### src/rtl/aludec_pipe.sv
// aludec_pipe: ALU control decoder feeding a STAGES-deep control pipeline.
//
// Decodes aluop/funct3/funct7 combinationally, then carries {code, valid,
// illegal} through STAGES registers to the execute-stage outputs. When
// built with ALUDEC_MUL_EN, a MUL is held in execute for MUL_LAT cycles by a
// 4-bit down-counter whose non-zero state drives busy. Without the macro
// the MUL encoding decodes as illegal and busy is tied low.
//
// Parameters:
//   STAGES  : register stages between decode and *_e outputs (1..4)
//   CW      : ALU control code width (>= 4)
//   MUL_LAT : execute cycles occupied by a MUL (1..15)
//
// Ports:
//   clk          : clock, rising edge
//   reset        : synchronous active-high reset
//   valid_in     : decode inputs carry a real instruction
//   stall_in     : external freeze of all stages
//   flush        : kill all in-flight entries (wins over stall and busy)
//   aluop        : 00 ld/st add, 01 branch sub, 10 R-type, 11 I-type
//   funct3       : instruction funct3
//   funct7       : instruction funct7
//   alucontrol_e : control code at execute
//   valid_e      : execute entry is valid
//   illegal_e    : valid entry had an undecodable encoding
//   busy         : execute is holding a multi-cycle op
//
// Configuration macro: ALUDEC_MUL_EN
module aludec_pipe #(
  parameter int STAGES  = 2,
  parameter int CW      = 4,
  parameter int MUL_LAT = 3
) (
  input  logic          clk,
  input  logic          reset,
  input  logic          valid_in,
  input  logic          stall_in,
  input  logic          flush,
  input  logic [1:0]    aluop,
  input  logic [2:0]    funct3,
  input  logic [6:0]    funct7,
  output logic [CW-1:0] alucontrol_e,
  output logic          valid_e,
  output logic          illegal_e,
  output logic          busy
);

  if (STAGES < 1 || STAGES > 4) begin : g_bad_stages
    $error("aludec_pipe: STAGES out of range 1..4");
  end
  if (CW < 4) begin : g_bad_cw
    $error("aludec_pipe: CW must be >= 4");
  end
  if (MUL_LAT < 1 || MUL_LAT > 15) begin : g_bad_lat
    $error("aludec_pipe: MUL_LAT out of range 1..15");
  end

  localparam logic [CW-1:0] C_AND = CW'(4'b0000);
  localparam logic [CW-1:0] C_OR  = CW'(4'b0001);
  localparam logic [CW-1:0] C_ADD = CW'(4'b0010);
  localparam logic [CW-1:0] C_SUB = CW'(4'b0110);
  localparam logic [CW-1:0] C_SLT = CW'(4'b0111);

  logic [CW-1:0] dec_code;
  logic          dec_ill;
  logic          advance;

  logic [CW-1:0] code_q  [STAGES];
  logic          valid_q [STAGES];
  logic          ill_q   [STAGES];

  // What each stage would load on advance: stage 0 takes the decode result.
  logic [CW-1:0] src_code  [STAGES];
  logic          src_valid [STAGES];
  logic          src_ill   [STAGES];

  always_comb begin
    dec_code = C_ADD;
    dec_ill  = 1'b0;
    if (valid_in) begin
      case (aluop)
        2'b00: dec_code = C_ADD;
        2'b01: dec_code = C_SUB;
        2'b10: begin
          case ({funct7, funct3})
            10'b0000000_000: dec_code = C_ADD;
            10'b0100000_000: dec_code = C_SUB;
`ifdef ALUDEC_MUL_EN
            10'b0000001_000: dec_code = CW'(4'b0011);
`endif
            10'b0000000_111: dec_code = C_AND;
            10'b0000000_110: dec_code = C_OR;
            10'b0000000_010: dec_code = C_SLT;
            default:         dec_ill  = 1'b1;
          endcase
        end
        default: begin
          case (funct3)
            3'b000:  dec_code = C_ADD;
            3'b111:  dec_code = C_AND;
            3'b110:  dec_code = C_OR;
            3'b010:  dec_code = C_SLT;
            default: dec_ill  = 1'b1;
          endcase
        end
      endcase
    end
  end

  always_comb begin
    src_code[0]  = dec_code;
    src_valid[0] = valid_in;
    src_ill[0]   = dec_ill;
    for (int i = 1; i < STAGES; i++) begin
      src_code[i]  = code_q[i-1];
      src_valid[i] = valid_q[i-1];
      src_ill[i]   = ill_q[i-1];
    end
  end

  assign advance = !stall_in && !busy;

  always_ff @(posedge clk) begin
    if (reset || flush) begin
      for (int i = 0; i < STAGES; i++) begin
        code_q[i]  <= C_ADD;
        valid_q[i] <= 1'b0;
        ill_q[i]   <= 1'b0;
      end
    end else if (advance) begin
      for (int i = 0; i < STAGES; i++) begin
        code_q[i]  <= src_code[i];
        valid_q[i] <= src_valid[i];
        ill_q[i]   <= src_ill[i];
      end
    end
  end

  assign alucontrol_e = code_q[STAGES-1];
  assign valid_e      = valid_q[STAGES-1];
  assign illegal_e    = ill_q[STAGES-1];

`ifdef ALUDEC_MUL_EN
  logic [3:0] cnt;
  logic       mul_arrive;

  // The MUL code is only ever produced by a legal MUL decode.
  assign mul_arrive = src_valid[STAGES-1] && !src_ill[STAGES-1] &&
                      (src_code[STAGES-1] == CW'(4'b0011));

  // The first execute cycle is the load edge itself, so MUL_LAT-1 more
  // cycles of hold are counted.
  always_ff @(posedge clk) begin
    if (reset || flush) begin
      cnt <= 4'd0;
    end else if (advance && mul_arrive) begin
      cnt <= 4'(MUL_LAT - 1);
    end else if (cnt != 4'd0 && !stall_in) begin
      cnt <= cnt - 4'd1;
    end
  end

  assign busy = (cnt != 4'd0);
`else
  assign busy = 1'b0;
`endif

endmodule

### config.mk
export PLATFORM = sky130hd
export DESIGN_NAME = aludec_pipe
export DESIGN_NICKNAME = d
export VERILOG_FILES = /design/src/rtl/aludec_pipe.sv
export SDC_FILE = /design/constraint.sdc
export NUM_CORES = 1
export LEC_CHECK = 0
export BUFFER_PORTS_ARGS = -buffer_cell sky130_fd_sc_hd__buf_4
export CAP_MARGIN = 10
export CORE_AREA = 2 2 39 41
export CTS_BUF_LIST = sky130_fd_sc_hd__clkbuf_4
export CTS_CLUSTER_DIAMETER = 40
export DETAILED_ROUTE_END_ITERATION = 6
export DIE_AREA = 0 0 41 43
export GPL_ROUTABILITY_DRIVEN = 0
export PLACE_DENSITY = 0.68
export SYNTH_ARGS = -nofsm -noshare
export SYNTH_HDL_FRONTEND = slang
export SYNTH_SLANG_ARGS = --single-unit
export TNS_END_PERCENT = 30
### constraint.sdc
create_clock -name clk -period 1.9 [get_ports clk]
set_input_delay 0.475 -clock clk [delete_from_list [all_inputs] [get_ports clk]]
set_output_delay 0.475 -clock clk [all_outputs]
set_load 0.05 [all_outputs]
==> flow_metrics.py <==
metrics = {
    "outcome": {
        "status": "finished clean",
    },
    "route": {
        "vias": 406,
        "firstDrtPassIters": 4,
        "wl_per_cell_um": 11.0,
        "route.detailed.drc": 0,
        "ant_nets": 0,
        "drt_iter0_drc": 10,
        "routed_wl_um": 904,
        "routed_via_density": 4.95,
    },
    "yosys": {
        "ys_types": 21,
        "synth_seq_cells": 10,
        "syn_inst": 44,
        "synth.area.top_cells": "edfxtp_1 (58%), buf_4 (7.3%), and2_1 (6.1%)",
        "async_flop_share_pct": 0,
        "avgSynthCellArea_sq_um": 11.7,
        "netlist_area_sq_um": 517,
        "yosysMostFrequentCell": "edfxtp_1",
        "synth.cells.most_frequent": "edfxtp_1 (10), and2_1 (5), buf_4 (5), nand2_1 (3)",
        "synth-edff-count": 10,
        "netlist.area_leader.share_pct": 58.1,
        "synthDominantAreaCellType": "edfxtp_1",
        "ys_seq_area_share_pct": 58.1,
        "ys_warn_count": 0,
        "ys.flop_type": "edfxtp_1",
    },
    "die": {
        "io_pins": 24,
        "dieArea_sq_um": 1760,
        "die_w_um": 41,
        "fp.dieH_um": 43,
        "core_sq_um": 1380,
        "start_util_pct": 37.3,
        "num_rows": 14,
    },
    "worst_setup_path": {
        "crit_start": "funct7[0]",
        "reg2reg_depth": 1,
        "worstReg2RegStart": "code_q[0][1]",
        "cp-end-kind": "flop",
        "crit_type": "input port to flop",
        "r2r_slack_ps": 1150,
        "critPathRequiredTime_ps": 1900,
        "r2r_end": "code_q[0][5]",
        "critPathLaunchType": "input port",
        "worstPathMaxFanout": 3,
        "worstPathArrival_ps": 1490,
    },
    "final_layout": {
        "nFillCells": 130,
        "diodes": 0,
        "fin_area_sq_um": 694,
        "finalNetCount": 84,
        "layout-drive-gt1-share_pct": 40.9,
        "areaGrowthSynthToFinish_pct": 34.4,
        "register_area_sq_um": 300,
        "multi_input_area_sq_um": 175,
    },
    "sta": {
        "drv_slew": 0,
        "worst_slack_ps": 410,
        "tns_ps": 0,
        "finalSetupViolations": 0,
        "timing.fmax_ghz": 0.671,
        "min_period_ps": 1490,
        "hold_violations": 0,
        "rsz0062_at_grt": "no",
        "fin_skew_ps": 5.75,
        "period_share_pct": 78.4,
    },
    "clock_tree": {
        "cts_tree": "built",
        "cts_hold_buf": 0,
        "cts_buffers": 3,
        "ctsResizeCount": 0,
        "cts_buffer_depth": 2,
        "htree_levels": 1,
        "root_buffer": "clkbuf_4",
        "clock_sink_count": 10,
        "path_clk_slew_ps": 70,
        "cts_setup_buffers": 0,
        "insertion_delay_ps": 260,
    },
    "global_route": {
        "gr-total-overflow": 0,
        "grt_pass1_vias": 373,
        "grt_pass1_wl_um": 1430,
        "grt_max_degree": 11,
        "antenna_found_initial": 0,
        "grt_usage_pct": 12.8,
    },
    "pwr": {
        "leakage_nw": 0.295,
        "ir_worst_vdd_mv": 0.241,
        "p_per_area_nw_per_um2": 690,
    },
    "run": {
        "drv_cap": 0,
    },
    "placed_design": {
        "post-dp-hpwl_um": 713,
        "dp_slack_ps": 133,
        "io_buffers": 21,
        "dpl_cell_area_sq_um": 668,
    },
    "hold_path": {
        "min_path_type": "flop to flop",
        "holdPathStages": 1,
        "min_from": "code_q[0][2]",
        "min_to": "code_q[0][6]",
    },
}
## power by group
part | internal, mW | switching [mW] | total [mW]
logic | 0.0352 | 0.0466 | 0.0818
clock network | 0.0756 | 0.0685 | 0.144
registers | 0.251 | 0.00215 | 0.253
total | 0.362 | 0.117 | 0.479
## metrics by stage
step	hold slack [ps]	util (%)	power, mW	std cells
2_1_floorplan	477	-	0.304	45
3_3_place_gp	480	48.3	0.339	78
3_5_place_dp	508	48.3	0.341	78
4_1_cts	514	50.2	0.486	82
5_1_grt	523	50.2	0.502	82
6_report	520	50.2	0.479	82
## worst max-delay path: stages
cell	delay, ps
buf_4	110
nor4_2	350
a31oi_1	150
or3_1	390
## area by class of cell
| type | count | area share (%) |
|---|---|---|
| flip-flops and latches | 10 | 43.2 |
| multi-input cells | 28 | 25.2 |
| repair buffers | 22 | 23.8 |
| clock buffers | 3 | 3.24 |
| well taps | 16 | 2.88 |
| inverters | 2 | 1.08 |
| clock inverters | 1 | 0.541 |
## placed cells by master, fill, tap and decap left out, types with 2 or more instances in the layout
| cell | instances |
|---|---|
| and2_1 | 5 |
| buf_4 | 22 |
| clkbuf_4 | 3 |
| conb_1 | 2 |
| edfxtp_1 | 10 |
| inv_1 | 2 |
| nand2_1 | 3 |
| nor2_1 | 2 |
| nor4b_1 | 2 |
| o21ai_0 | 2 |
## worst max path at each step
stage,end,cells after the start
after floorplan,code_q[0][1],3
after global placement,code_q[0][1],4
after detailed placement,code_q[0][1],4
after CTS,code_q[0][1],4
after global routing,code_q[0][1],4
final,code_q[0][1],4
## flip-flops by register name, summed over array words and instances, names as in the netlist
name and flops:
code_q 6, ill_q 2, valid_q 2
## layer usage
metal	track usage [%]	vias to the layer above	part of all wire (%)
met5	0	-	0
met4	14.0	0	2.1
met3	1.57	2	7.4
met2	20.3	21	55
met1	12.5	185	35
li1	-	198	-
## kinds of logic (layout without fill, tap and decap cells)
kind of cell    Yosys count  after routing  share of synthesized area (%)
compound gates            6              6                           7.26
xor+xnor                  1              1                           1.70
buf+inv                   7             28                           8.72
flops                    10             10                           58.1
other cells               1              2                          0.726
simple gates             19             19                           23.5
Power figures use the tool's default switching activity.
